`config.mk`:
```
export PLATFORM = sky130hd
export DESIGN_NAME = beat_packer_flat
export DESIGN_NICKNAME = d
export VERILOG_FILES = /design/src/rtl/beat_packer_if.sv /design/src/rtl/beat_packer.sv /design/src/flat_wrapper.sv
export SDC_FILE = /design/constraint.sdc
export NUM_CORES = 1
export LEC_CHECK = 0
export CAP_MARGIN = 20
export CORE_MARGIN = 4
export CORE_UTILIZATION = 40
export DETAILED_ROUTE_END_ITERATION = 8
export PLACE_DENSITY_LB_ADDON = 0.15
export RECOVER_POWER = 50
export SETUP_SLACK_MARGIN = 0.5
export SKIP_CTS_REPAIR_TIMING = 1
export SYNTH_ARGS = -nofsm -noshare
export SYNTH_HDL_FRONTEND = slang
export SYNTH_SLANG_ARGS = --single-unit
```
`constraint.sdc`:
```
create_clock -name clk -period 4.1 [get_ports clk]
set_clock_uncertainty 0.2 [all_clocks]
set_input_delay 1.025 -clock clk [delete_from_list [all_inputs] [get_ports clk]]
set_output_delay 1.025 -clock clk [all_outputs]
set_load 0.05 [all_outputs]
```
`src/rtl/beat_packer_if.sv`:
```
// Handshake bundle between an upstream beat source, beat_packer and a downstream word sink.
// BEAT_PACKER_PARITY_EN adds the out_par signal to the bundle.
interface beat_packer_if #(
    parameter int WD    = 4,
    parameter int BEATS = 3
);
    logic                  in_valid;
    logic                  in_ready;
    logic [WD-1:0]         in_data;
    logic                  in_last;
    logic                  out_valid;
    logic                  out_ready;
    logic [WD*BEATS-1:0]   out_data;
    logic [4:0]            out_cnt;
`ifdef BEAT_PACKER_PARITY_EN
    logic                  out_par;

    modport master (
        output in_valid, in_data, in_last, out_ready,
        input  in_ready, out_valid, out_data, out_cnt, out_par
    );

    modport slave (
        input  in_valid, in_data, in_last, out_ready,
        output in_ready, out_valid, out_data, out_cnt, out_par
    );
`else
    modport master (
        output in_valid, in_data, in_last, out_ready,
        input  in_ready, out_valid, out_data, out_cnt
    );

    modport slave (
        input  in_valid, in_data, in_last, out_ready,
        output in_ready, out_valid, out_data, out_cnt
    );
`endif
endinterface

```
`src/rtl/beat_packer.sv`:
```
// Packs WD-bit beats into BEATS-beat words, with early close on in_last and zero padding.
// Optional feature: BEAT_PACKER_PARITY_EN adds out_par, the XOR reduction of out_data.
module beat_packer #(
    parameter int WD    = 4,
    parameter int BEATS = 3
) (
    input  logic          clk,
    input  logic          rst,
    beat_packer_if.slave  bus
);
    localparam int IW = (BEATS > 1) ? $clog2(BEATS) : 1;
    localparam logic [IW-1:0] LAST_IDX = IW'(BEATS - 1);

    typedef enum logic {FILL, FULL} state_t;

    state_t                state, next_state;
    logic [IW-1:0]         idx;
    logic [WD*BEATS-1:0]   fill_buf;
    logic [WD*BEATS-1:0]   word_next;
    logic [WD*BEATS-1:0]   out_data_q;
    logic [4:0]            out_cnt_q;
    logic                  in_ready_c;
    logic                  out_valid_c;
    logic                  beat_xfer;
    logic                  word_xfer;
    logic                  close_word;
`ifdef BEAT_PACKER_PARITY_EN
    logic                  out_par_q;
`endif

    // The word under construction with the incoming beat dropped into the current slot.
    always_comb begin
        word_next = fill_buf;
        for (int k = 0; k < BEATS; k++) begin
            if (idx == IW'(k)) begin
                word_next[k*WD +: WD] = bus.in_data;
            end
        end
    end

    // While a word is held, an upstream beat may only enter alongside the word leaving.
    always_comb begin
        in_ready_c  = 1'b1;
        out_valid_c = 1'b0;
        next_state  = state;
        unique case (state)
            FILL: begin
                in_ready_c = 1'b1;
            end
            FULL: begin
                out_valid_c = 1'b1;
                in_ready_c  = bus.out_ready;
            end
            default: begin
                in_ready_c = 1'b1;
            end
        endcase
        beat_xfer  = bus.in_valid && in_ready_c;
        word_xfer  = out_valid_c && bus.out_ready;
        close_word = beat_xfer && ((idx == LAST_IDX) || bus.in_last);
        if (close_word) begin
            next_state = FULL;
        end else if (word_xfer) begin
            next_state = FILL;
        end
    end

    always_ff @(posedge clk or posedge rst) begin
        if (rst) begin
            state      <= FILL;
            idx        <= '0;
            fill_buf   <= '0;
            out_data_q <= '0;
            out_cnt_q  <= '0;
`ifdef BEAT_PACKER_PARITY_EN
            out_par_q  <= 1'b0;
`endif
        end else begin
            state <= next_state;
            // Clearing the fill buffer on close is what guarantees zero padding after in_last.
            if (close_word) begin
                out_data_q <= word_next;
                out_cnt_q  <= 5'(idx) + 5'd1;
                idx        <= '0;
                fill_buf   <= '0;
`ifdef BEAT_PACKER_PARITY_EN
                out_par_q  <= ^word_next;
`endif
            end else if (beat_xfer) begin
                fill_buf <= word_next;
                idx      <= idx + 1'b1;
            end
        end
    end

    assign bus.in_ready  = in_ready_c;
    assign bus.out_valid = out_valid_c;
    assign bus.out_data  = out_data_q;
    assign bus.out_cnt   = out_cnt_q;
`ifdef BEAT_PACKER_PARITY_EN
    assign bus.out_par   = out_par_q;
`endif

endmodule
```
`src/flat_wrapper.sv`:
```
// flat-port wrapper written by rule: the top's interface ports become plain ports
module beat_packer_flat 
#(
    parameter int WD    = 4,
    parameter int BEATS = 3
)
  (clk, rst, bus_in_valid, bus_in_data, bus_in_last, bus_out_ready, bus_in_ready, bus_out_valid, bus_out_data, bus_out_cnt);
  beat_packer_if #(.WD(WD), .BEATS(BEATS)) bus_i ();
  input  logic clk;
  input  logic rst;
  input wire logic [$bits(bus_i.in_valid)-1:0] bus_in_valid;
  input wire logic [$bits(bus_i.in_data)-1:0] bus_in_data;
  input wire logic [$bits(bus_i.in_last)-1:0] bus_in_last;
  input wire logic [$bits(bus_i.out_ready)-1:0] bus_out_ready;
  output wire logic [$bits(bus_i.in_ready)-1:0] bus_in_ready;
  output wire logic [$bits(bus_i.out_valid)-1:0] bus_out_valid;
  output wire logic [$bits(bus_i.out_data)-1:0] bus_out_data;
  output wire logic [$bits(bus_i.out_cnt)-1:0] bus_out_cnt;
  assign bus_i.in_valid = bus_in_valid;
  assign bus_i.in_data = bus_in_data;
  assign bus_i.in_last = bus_in_last;
  assign bus_i.out_ready = bus_out_ready;
  assign bus_in_ready = bus_i.in_ready;
  assign bus_out_valid = bus_i.out_valid;
  assign bus_out_data = bus_i.out_data;
  assign bus_out_cnt = bus_i.out_cnt;
  beat_packer #(.WD(WD), .BEATS(BEATS)) u_core (.clk(clk), .rst(rst), .bus(bus_i));
endmodule
```
# Yosys cells after proc, flatten, opt, wreduce, memory -nomap -nowiden
# Index checks and enable logic that the tools add are counted.
[word_totals]
register_bits = 32
latch_bits = 0
mem_bits_rw = 0
mem_bits_ro = 0
memories = 0
[classes]
add_sub_neg = 2
mul = 0
div = 0
n_lt_le_gt_ge = 0
eq_ne = 2
shift = 0
muxes = 11
bitwise = 1
reduce_logical = 7
[ops]
columns = ["cell", "count"]
rows = [
  ["$mux W12", 2],
  ["$mux W4", 3],
  ["$mux W2", 2],
  ["$reduce_bool A2 Y1", 2],
  ["$add A2 B1 Y3 const B", 1],
  ["$logic_and A1 B1 Y1", 3],
  ["$mux W1", 3],
  ["$add A2 B1 Y2 const B", 1],
  ["$eq A2 B1 Y1 const B", 1],
  ["$eq A2 B2 Y1 const B", 1],
  ["$logic_not A2 Y1", 1],
  ["$pmux W1 S2", 1],
  ["$logic_or A1 B1 Y1", 1],
  ["$not A1 Y1", 1],
]

# Depth between registers and ports, before layout
# Gate-level depths: netlist of the first run.
[depth]
depth_word = 5
depth_mapped = 7
depth_no_buf = 5

# Least setup slack after synthesis of the first run
# No wires, ideal clock.
[synth_timing]
kind = "input to output"
from = "input bus_out_ready"
to = "output bus_in_ready"
arrival_ps = 1474
path_slack_ps = 1401
path_stages = 2
path_buffers = 1
path_cell_list = "nand2b_4 > buf_2"
[synth_via]
elab_chain_cells = 1
[synth_lines]
columns = ["element", "line", "text"]
rows = [
  ["start: declaration", "flat_wrapper.sv:14", "input wire logic [$bits(bus_i.out_ready)-1:0] bus_out_ready;"],
  ["$pmux W1 S2", "beat_packer.sv:46", "unique case (state)"],
  ["end: declaration", "flat_wrapper.sv:15", "output wire logic [$bits(bus_i.in_ready)-1:0] bus_in_ready;"],
]
# Every way passes these cells.

# Final worst setup path of the first run
[layout_timing]
from = "input bus_in_last"
to = "register u_core.out_cnt_q[1], in the netlist u_core.bus.out_cnt[1]"
[layout_via]
elab_chain_cells = 2
[layout_lines]
columns = ["element", "line", "text"]
rows = [
  ["start: declaration", "flat_wrapper.sv:13", "input wire logic [$bits(bus_i.in_last)-1:0] bus_in_last;"],
  ["$logic_or A1 B1 Y1", "beat_packer.sv:60", "close_word = beat_xfer && ((idx == LAST_IDX) || bus.in_last);"],
  ["$logic_and A1 B1 Y1", "beat_packer.sv:60", ""],
  ["end signal: assignment", "beat_packer.sv:83", "out_cnt_q <= 5'(idx) + 5'd1;"],
  ["end: declaration", "beat_packer.sv:21", "logic [4:0] out_cnt_q;"],
]
# Every way passes these cells.
# A chain may end at the register's enable or synchronous reset.

==> results.ini, run 1 <==
[global_route]
grt_pass1_vias = 918
grt_antenna_before_repair = 0
grt_pass1_wl_um = 4560
overflow = 0
grt_max_degree = 31
grtUsageTotal_pct = 13.8

[timing]
hold_viol = 0
setup_viol = 0
post-route-period-util_pct = 78.9
worst_pin_slew_ns = 1.56
fin_crit_ns = 3.24
fin_setup_tns_ns = 0
drv_slew = 31
max_slew_margin_pct = -4.16
grt_setup_unrepaired = no
fin_ws_ns = 0.864
timing.hold.ws_ns = 0.287
fmax_mhz = 309

[power_and_ir_drop]
switching_power_mw = 0.484
power_frac_clock_pct = 14.4
cellLeakagePower_nw = 0.847
ir_drop_mv = 0.262
combPwrFrac_pct = 50.1
p_int_mw = 0.717
power_per_cell_area_nw_per_um2 = 690
p_seq_share_pct = 35.5
swShare_pct = 40.3
power_mw = 1.20

[setup_path]
crit_fanout = 20
rrSetupSlack_ns = 1.22
critPathCaptureType = flip-flop
start_kind = input port
crit_required_ns = 4.10
crit_slowest_cell = nand3b_1
crit_path_cell_trace = dlygate4sd3_1 -> nor2_4 -> nand3b_1 -> mux2_4
path_class = input port to flip-flop
cpPeakStageDelay_ns = 0.90
crit_arrival_ns = 3.24

[clock_network]
clockBufferDepth = 2
clock_latency_ns = 0.33
cts_buffers = 5
cts_tree = done
cts-root-buf = clkbuf_4
htreeDepth = 2
clk_pin_slew_worst_paths_ns = 0.08
cts_sinks = 30

[status]
status = finished with violations
violations = capacitance limit, slew limit

[die]
rows = 21
die_h_um = 68.3
pin_count = 28
die_w_um = 68.3
dieArea_um2 = 4670
core_area_um2 = 3420
initial_core_util_pct = 42.6

[logic_synthesis]
netlist_area_um2 = 1460
synth.area.top_cells = dfrtp_1 52%, mux2_4 15%, mux2_2 9.3%
synth_largest_area_cell = dfrtp_1
avgSynthCellArea_um2 = 15.0
yosysUniqueCellTypes = 22
ys_warn_count = 0
synth-seq-area-share_pct = 51.5
syn_inst = 97
ys_ff_latch = 30
synth_top_area_share_pct = 51.5

[cells_and_area]
final_common_cell = dfrtp_1
final_cells = 169
finish.utilization_pct = 50.9
register_area_um2 = 751
fin_area_um2 = 1740
diodes = 0
fillers = 318
nets = 137
drive_gt1_share_pct = 29.3
syn_to_final_growth_pct = 19.4
multi_input_area_um2 = 617
mostFrequentLayoutCells = 30 x dfrtp_1, 21 x clkdlybuf4s50_1, 15 x mux2_4

[drt]
met3_length_um = 107
first_pass_iters = 4
viasPerCell = 4.93
vias = 833
drt-met1-wl_um = 1270
highest_layer = met4
drt-wirelength-per-cell_um = 15.2
wl_met2_um = 1140
ant_nets = 0
drt_wl_total_um = 2570
route.detailed.drc = 0
drtIter0Drc = 38

[run]
cap_violations = 1

[placed_design]
hpwl_um = 1750
postPlaceCellArea_um2 = 1710
io_buffers = 25
dp_slack_ns = 0.970
gp_congestion = 0.760
placedCellCount = 163

[hold_path]
holdCritPathClass = flip-flop to flip-flop

[final timing paths]
check                                                from                                   to  cells after the start
min in group asynchronous                             rst            u_core.idx[0]$_DFFE_PP0P_                      3
max                                           bus_in_last    u_core.bus.out_cnt[1]$_DFFE_PP0P_                      4
max in group asynchronous                             rst  u_core.bus.out_data[10]$_DFFE_PP0P_                      3
min                        u_core.fill_buf[9]$_DFFE_PP0P_       u_core.fill_buf[9]$_DFFE_PP0P_                      1
max reg2reg                     u_core.idx[0]$_DFFE_PP0P_    u_core.bus.out_cnt[1]$_DFFE_PP0P_                      5
min reg2reg                u_core.fill_buf[9]$_DFFE_PP0P_       u_core.fill_buf[9]$_DFFE_PP0P_                      1
[cell families after synthesis]
family | after synthesis | share of synthesized area, %
DFF | 30 | 51.5
other | 1 | 0.257
buffers and inverters | 10 | 4.98
adders and majority gates | 4 | 3.44
and+or+nand+nor | 11 | 6.61
muxes | 27 | 24.7
AOI/OAI and AO/OA | 14 | 8.42
[flip-flops by register name, summed over array words and instances, names as in the netlist]
name and cells:
u_core.bus.out_cnt 3, u_core.bus.out_data 12, u_core.fill_buf 12, u_core.idx 2
u_core.state 1
[per-layer routing]
layer | global-route usage, % | vias to the layer above
li1 | - | 396
met1 | 18.9 | 413
met2 | 19.5 | 17
met3 | 4.11 | 7
met4 | 7.44 | 0
met5 | 0 | -
[final cells by class]
| class | count | share of cell area (%) |
|---|---|---|
| repair buffers | 26 | 14.5 |
| clock buffers | 6 | 2.95 |
| multi-input cells | 58 | 35.5 |
| flip-flops and latches | 30 | 43.2 |
| well taps | 46 | 3.31 |
| inverters | 3 | 0.647 |
[power by group through the flow]
stage          registers, mW  clock network [mW]  logic, mW
2_1_floorplan          0.631                   0      0.250
3_3_place_gp           0.429                   0      0.611
3_5_place_dp           0.434                   0      0.611
4_1_cts                0.428               0.178      0.615
5_1_grt                0.438               0.192      0.642
6_report               0.426               0.173      0.602
[synth_stat cells]
master	n
mux2_4	15
a21oi_1	2
ha_1	4
dfrtp_1	30
buf_2	1
o21bai_1	1
nand2b_4	1
conb_1	1
o311ai_2	1
nand3b_4	1
and2_1	4
nand2_1	1
nand3_1	1
buf_4	3
o311ai_1	1
inv_1	3
mux2_2	12
nor2_4	1
a41o_1	1
and4_1	2
a22o_1	8
buf_6	3
[worst max-delay path, delay by kind of cell]
kind | cells | cell delay (ns)
AND/OR/NAND/NOR | 2 | 0.96
buffers and inverters | 1 | 0.63
multiplexers | 1 | 0.61
Note: power is estimated with default switching activity, not from simulation.
==> inputs of run 2 (changes only) <==
- clock period: 4.1 -> 2.7 ns (I/O delays scaled with it)
==> results.ini, run 2 (synthesis results as in run 1) <==
[status]
status = complete, no violations

[cells_and_area]
final_common_cell = dfrtp_1
mostFrequentLayoutCells = 30 x dfrtp_1, 17 x dlymetal6s2s_1, 15 x mux2_4
drive_gt1_share_pct = 34.1
syn_to_final_growth_pct = 27.0
fillers = 283
diodes = 0
final_cells = 175
nets = 141
finish.utilization_pct = 54.1
multi_input_area_um2 = 632
register_area_um2 = 751

[power_and_ir_drop]
switching_power_mw = 0.758
cellLeakagePower_nw = 1.12
swShare_pct = 40.8
power_per_cell_area_nw_per_um2 = 1000
power_mw = 1.86
power_frac_clock_pct = 15.4
ir_drop_mv = 0.346
p_seq_share_pct = 34.7
combPwrFrac_pct = 49.9
p_int_mw = 1.10

[setup_path]
crit_fanout = 8
r2r_start = u_core.idx[0]$_DFFE_PP0P_
critPathCaptureType = flip-flop
critPathCapture = u_core.fill_buf[2]$_DFFE_PP0P_
path_class = input port to flip-flop
crit_path_cell_trace = dlygate4sd3_1 -> clkbuf_1 -> o311ai_0 -> a22o_1
crit_start = bus_in_valid
crit_slowest_cell = dlygate4sd3_1
rrSetupSlack_ns = 0.57
rr_worst_depth = 4
crit_arrival_ns = 2.20
start_kind = input port
r2r-end = u_core.fill_buf[2]$_DFFE_PP0P_
cpPeakStageDelay_ns = 0.59
crit_required_ns = 2.72

[die]
rows = 21
die_w_um = 68.3
dieArea_um2 = 4670
core_area_um2 = 3420
pin_count = 28
initial_core_util_pct = 42.6
die_h_um = 68.3

[drt]
vias = 849
drt-wirelength-per-cell_um = 15.8
ant_nets = 0
drtIter0Drc = 16
first_pass_iters = 4
drt_wl_total_um = 2770
viasPerCell = 4.85
route.detailed.drc = 0

[clock_network]
cts-root-buf = clkbuf_4
clockBufferDepth = 2
cts_buffers = 5
cts_sinks = 30
clk_pin_slew_worst_paths_ns = 0.10
cts_tree = done
clock_latency_ns = 0.32
htreeDepth = 2

[run]
cap_violations = 0

[timing]
drv_slew = 0
fin_ws_ns = 0.513
fin_setup_tns_ns = 0
hold_viol = 0
grt_setup_unrepaired = no
fin_crit_ns = 2.19
fmax_mhz = 457
max_slew_margin_pct = 40.1
post-route-period-util_pct = 81.0
worst_pin_slew_ns = 0.887
setup_viol = 0

[placed_design]
placedCellCount = 164
gp_congestion = 0.752
hpwl_um = 1860
io_buffers = 25
dp_slack_ns = 0.255

[global_route]
grt_antenna_before_repair = 0
grtUsageTotal_pct = 13.4
grt_pass1_vias = 890
grt_pass1_wl_um = 4480
grt_max_degree = 31
overflow = 0

[hold_path]
holdCritPathClass = flip-flop to flip-flop

run 2: cell count changes in the layout (fill, tap and decap cells not counted), sizes merged:
cell	change
clkinvlp	+1
clkdlybuf4s50	-16
buf	+3
clkinv	+1
dlymetal6s2s	+17
dlygate4sd3	-1
clkbuf	+1
run 2: power by group through the flow:
| stage | clock network, mW | registers, mW | logic, mW |
|---|---|---|---|
| 3_5_place_dp | 0 | 0.659 | 0.937 |
| 4_1_cts | 0.303 | 0.651 | 0.942 |
| 5_1_grt | 0.322 | 0.661 | 0.979 |
| 3_3_place_gp | 0 | 0.654 | 0.936 |
| 6_report | 0.286 | 0.644 | 0.927 |
| 2_1_floorplan | 0 | 0.959 | 0.380 |
run 2: worst max-delay path, delay by kind of cell:
kind	cells	cell delay [ns]
buf+inv	2	0.85
compound gates	2	0.68
run 2: layout make-up:
| cell class | instances | share of cell area, % |
|---|---|---|
| Timing Repair Buffer | 30 | 18.1 |
| Clock buffer | 6 | 2.77 |
| Clock inverter | 2 | 0.677 |
| Multi-Input combinational cell | 58 | 34.2 |
| Inverter | 3 | 0.609 |
| Tap cell | 46 | 3.11 |
| Sequential cell | 30 | 40.6 |
run 2: worst min-delay path by stage:
stage	from	slack (ns)	endpoint	cells after the start
2_1_floorplan	u_core.fill_buf[10]$_DFFE_PP0P_	0.25	u_core.fill_buf[10]$_DFFE_PP0P_	1
3_3_place_gp	u_core.fill_buf[9]$_DFFE_PP0P_	0.26	u_core.fill_buf[9]$_DFFE_PP0P_	1
3_5_place_dp	u_core.fill_buf[10]$_DFFE_PP0P_	0.27	u_core.fill_buf[10]$_DFFE_PP0P_	1
4_1_cts	u_core.fill_buf[10]$_DFFE_PP0P_	0.30	u_core.fill_buf[10]$_DFFE_PP0P_	1
5_1_grt	u_core.fill_buf[9]$_DFFE_PP0P_	0.31	u_core.fill_buf[9]$_DFFE_PP0P_	1
6_report	u_core.fill_buf[10]$_DFFE_PP0P_	0.29	u_core.fill_buf[10]$_DFFE_PP0P_	1
run 2: per-layer routing:
metal  global-route usage (%)  vias up  share of wire [%]
li1                         -      404                  -
met1                     17.8      426                 47
met2                     19.4       14                 48
met3                     4.60        5                3.6
met4                     6.45        0                1.8
met5                        0        -                  0
run 2: stage by stage:
step	hold slack [ns]	cell area, um^2
after floorplan	0.249	1460
after global placement	0.265	1730
after detailed placement	0.270	1730
after CTS	0.297	1800
after global routing	0.308	1850
final	0.293	1850
==> inputs of run 3 (changes only) <==
- clock period: 2.7 -> 2.05 ns (I/O delays scaled with it)
==> results.ini, run 3 (synthesis results as in run 1) <==
[status]
status = complete, no violations

[global_route]
grt_max_degree = 31
grtUsageTotal_pct = 13.4
overflow = 0
grt_pass1_wl_um = 4460
grt_antenna_before_repair = 0
grt_pass1_vias = 906

[timing]
fin_crit_ns = 1.80
worst_pin_slew_ns = 0.747
setup_viol = 0
fin_ws_ns = 0.247
grt_setup_unrepaired = yes
drv_slew = 0
fmax_mhz = 555
max_slew_margin_pct = 50.2
hold_viol = 0
post-route-period-util_pct = 88.0

[power_and_ir_drop]
power_per_cell_area_nw_per_um2 = 1330
cellLeakagePower_nw = 1.06
ir_drop_mv = 0.613

[drt]
vias = 933
drt_wl_total_um = 2870
drt-wirelength-per-cell_um = 14.8
ant_nets = 0
viasPerCell = 4.81
drtIter0Drc = 44
first_pass_iters = 4
route.detailed.drc = 0

[cells_and_area]
nets = 160
syn_to_final_growth_pct = 41.2
final_common_cell = dfrtp_1
fin_area_um2 = 2060
diodes = 0
register_area_um2 = 752
multi_input_area_um2 = 709
fillers = 292
final_cells = 194
finish.utilization_pct = 60.2
mostFrequentLayoutCells = 29 x dfrtp_1, 20 x buf_4, 19 x mux2_4
drive_gt1_share_pct = 58.1

[setup_path]
crit_fanout = 12
crit_required_ns = 2.07
start_kind = flip-flop
critPathCaptureType = flip-flop
crit_path_cell_trace = inv_1 -> ha_4 -> nor2_4 -> nand3b_4 -> buf_12 -> mux2_4
cpPeakStageDelay_ns = 0.41
crit_arrival_ns = 1.82
crit_slowest_cell = dfrtp_1
path_class = flip-flop to flip-flop

[die]
rows = 21
initial_core_util_pct = 42.6
pin_count = 28
core_area_um2 = 3420
dieArea_um2 = 4670
die_w_um = 68.3
die_h_um = 68.3

[placed_design]
io_buffers = 25
postPlaceCellArea_um2 = 1780
placedCellCount = 169
dp_slack_ns = -0.0554
gp_congestion = 0.740
hpwl_um = 1860

[clock_network]
cts_sinks = 30
htreeDepth = 2
cts_buffers = 5
clock_latency_ns = 0.33
clockBufferDepth = 2
cts_tree = done
clk_pin_slew_worst_paths_ns = 0.09
cts-root-buf = clkbuf_4

[hold_path]
holdCritPathClass = flip-flop to flip-flop

[run]
cap_violations = 0

run 3: cell types whose count changed in the layout (fill, tap and decap cells not counted), sizes merged:
cell           delta
buf              +31
dlymetal6s2s     -16
clkbuf            +5
clkdlybuf4s50     +1
clkinvlp          -1
dlygate4sd3       -1
run 3: path summary, 6_finish.rpt:
kind                                                       from                                  to  slack (ns)  depth (start not counted)
min in group asynchronous                                   rst   u_core.bus.out_cnt[0]$_DFFE_PP0P_        0.62                          3
worst min register to register  u_core.fill_buf[11]$_DFFE_PP0P_     u_core.fill_buf[11]$_DFFE_PP0P_        0.29                          1
worst min-delay path            u_core.fill_buf[11]$_DFFE_PP0P_     u_core.fill_buf[11]$_DFFE_PP0P_        0.29                          1
worst max register to register        u_core.idx[0]$_DFFE_PP0P_  u_core.bus.out_data[8]$_DFFE_PP0P_        0.25                          6
worst max-delay path                  u_core.idx[0]$_DFFE_PP0P_  u_core.bus.out_data[8]$_DFFE_PP0P_        0.25                          6
max in group asynchronous                                   rst            u_core.state$_DFFE_PP0P_        0.51                          3
run 3: layout make-up:
type	count	share of cell area, %
sequential	30	36.6
multi-input combinational	58	34.5
timing repair buffer	49	22.7
tap	46	2.80
clock buffer	7	2.68
inverter	3	0.547
clock inverter	1	0.243
run 3: through the flow:
step                      power (mW)  hold WS [ns]  TNS [ns]
after floorplan                 1.78         0.249         0
after global placement          2.10         0.265    -0.148
after detailed placement        2.11         0.270    -0.447
after CTS                       2.49         0.294         0
after global routing            2.89         0.318         0
final                           2.75         0.291         0
run 3: metal layers:
layer | vias to the layer above | part of all wire (%) | routed length [um] | track usage (%)
met3 | 8 | 4.4 | 127 | 4.11
met2 | 19 | 47 | 1340 | 19.9
met5 | - | 0 | 0 | 0
met1 | 462 | 46 | 1330 | 17.5
li1 | 444 | - | - | -
met4 | 0 | 2.2 | 64 | 6.70
run 3: power by group:
group	internal (mW)	total [mW]	switching, mW	leakage [nW]
registers	0.758	0.872	0.114	0.395
logic	0.740	1.51	0.765	0.631
clock network	0.166	0.368	0.202	0.0353
run 3: worst max-delay path: cells and delay by family, from the launching register on:
| kind | cells | cell delay, ns |
|---|---|---|
| buffers and inverters | 2 | 0.33 |
| DFF | 1 | 0.41 |
| adders and majority gates | 1 | 0.24 |
| muxes | 1 | 0.29 |
| and+or+nand+nor | 2 | 0.22 |
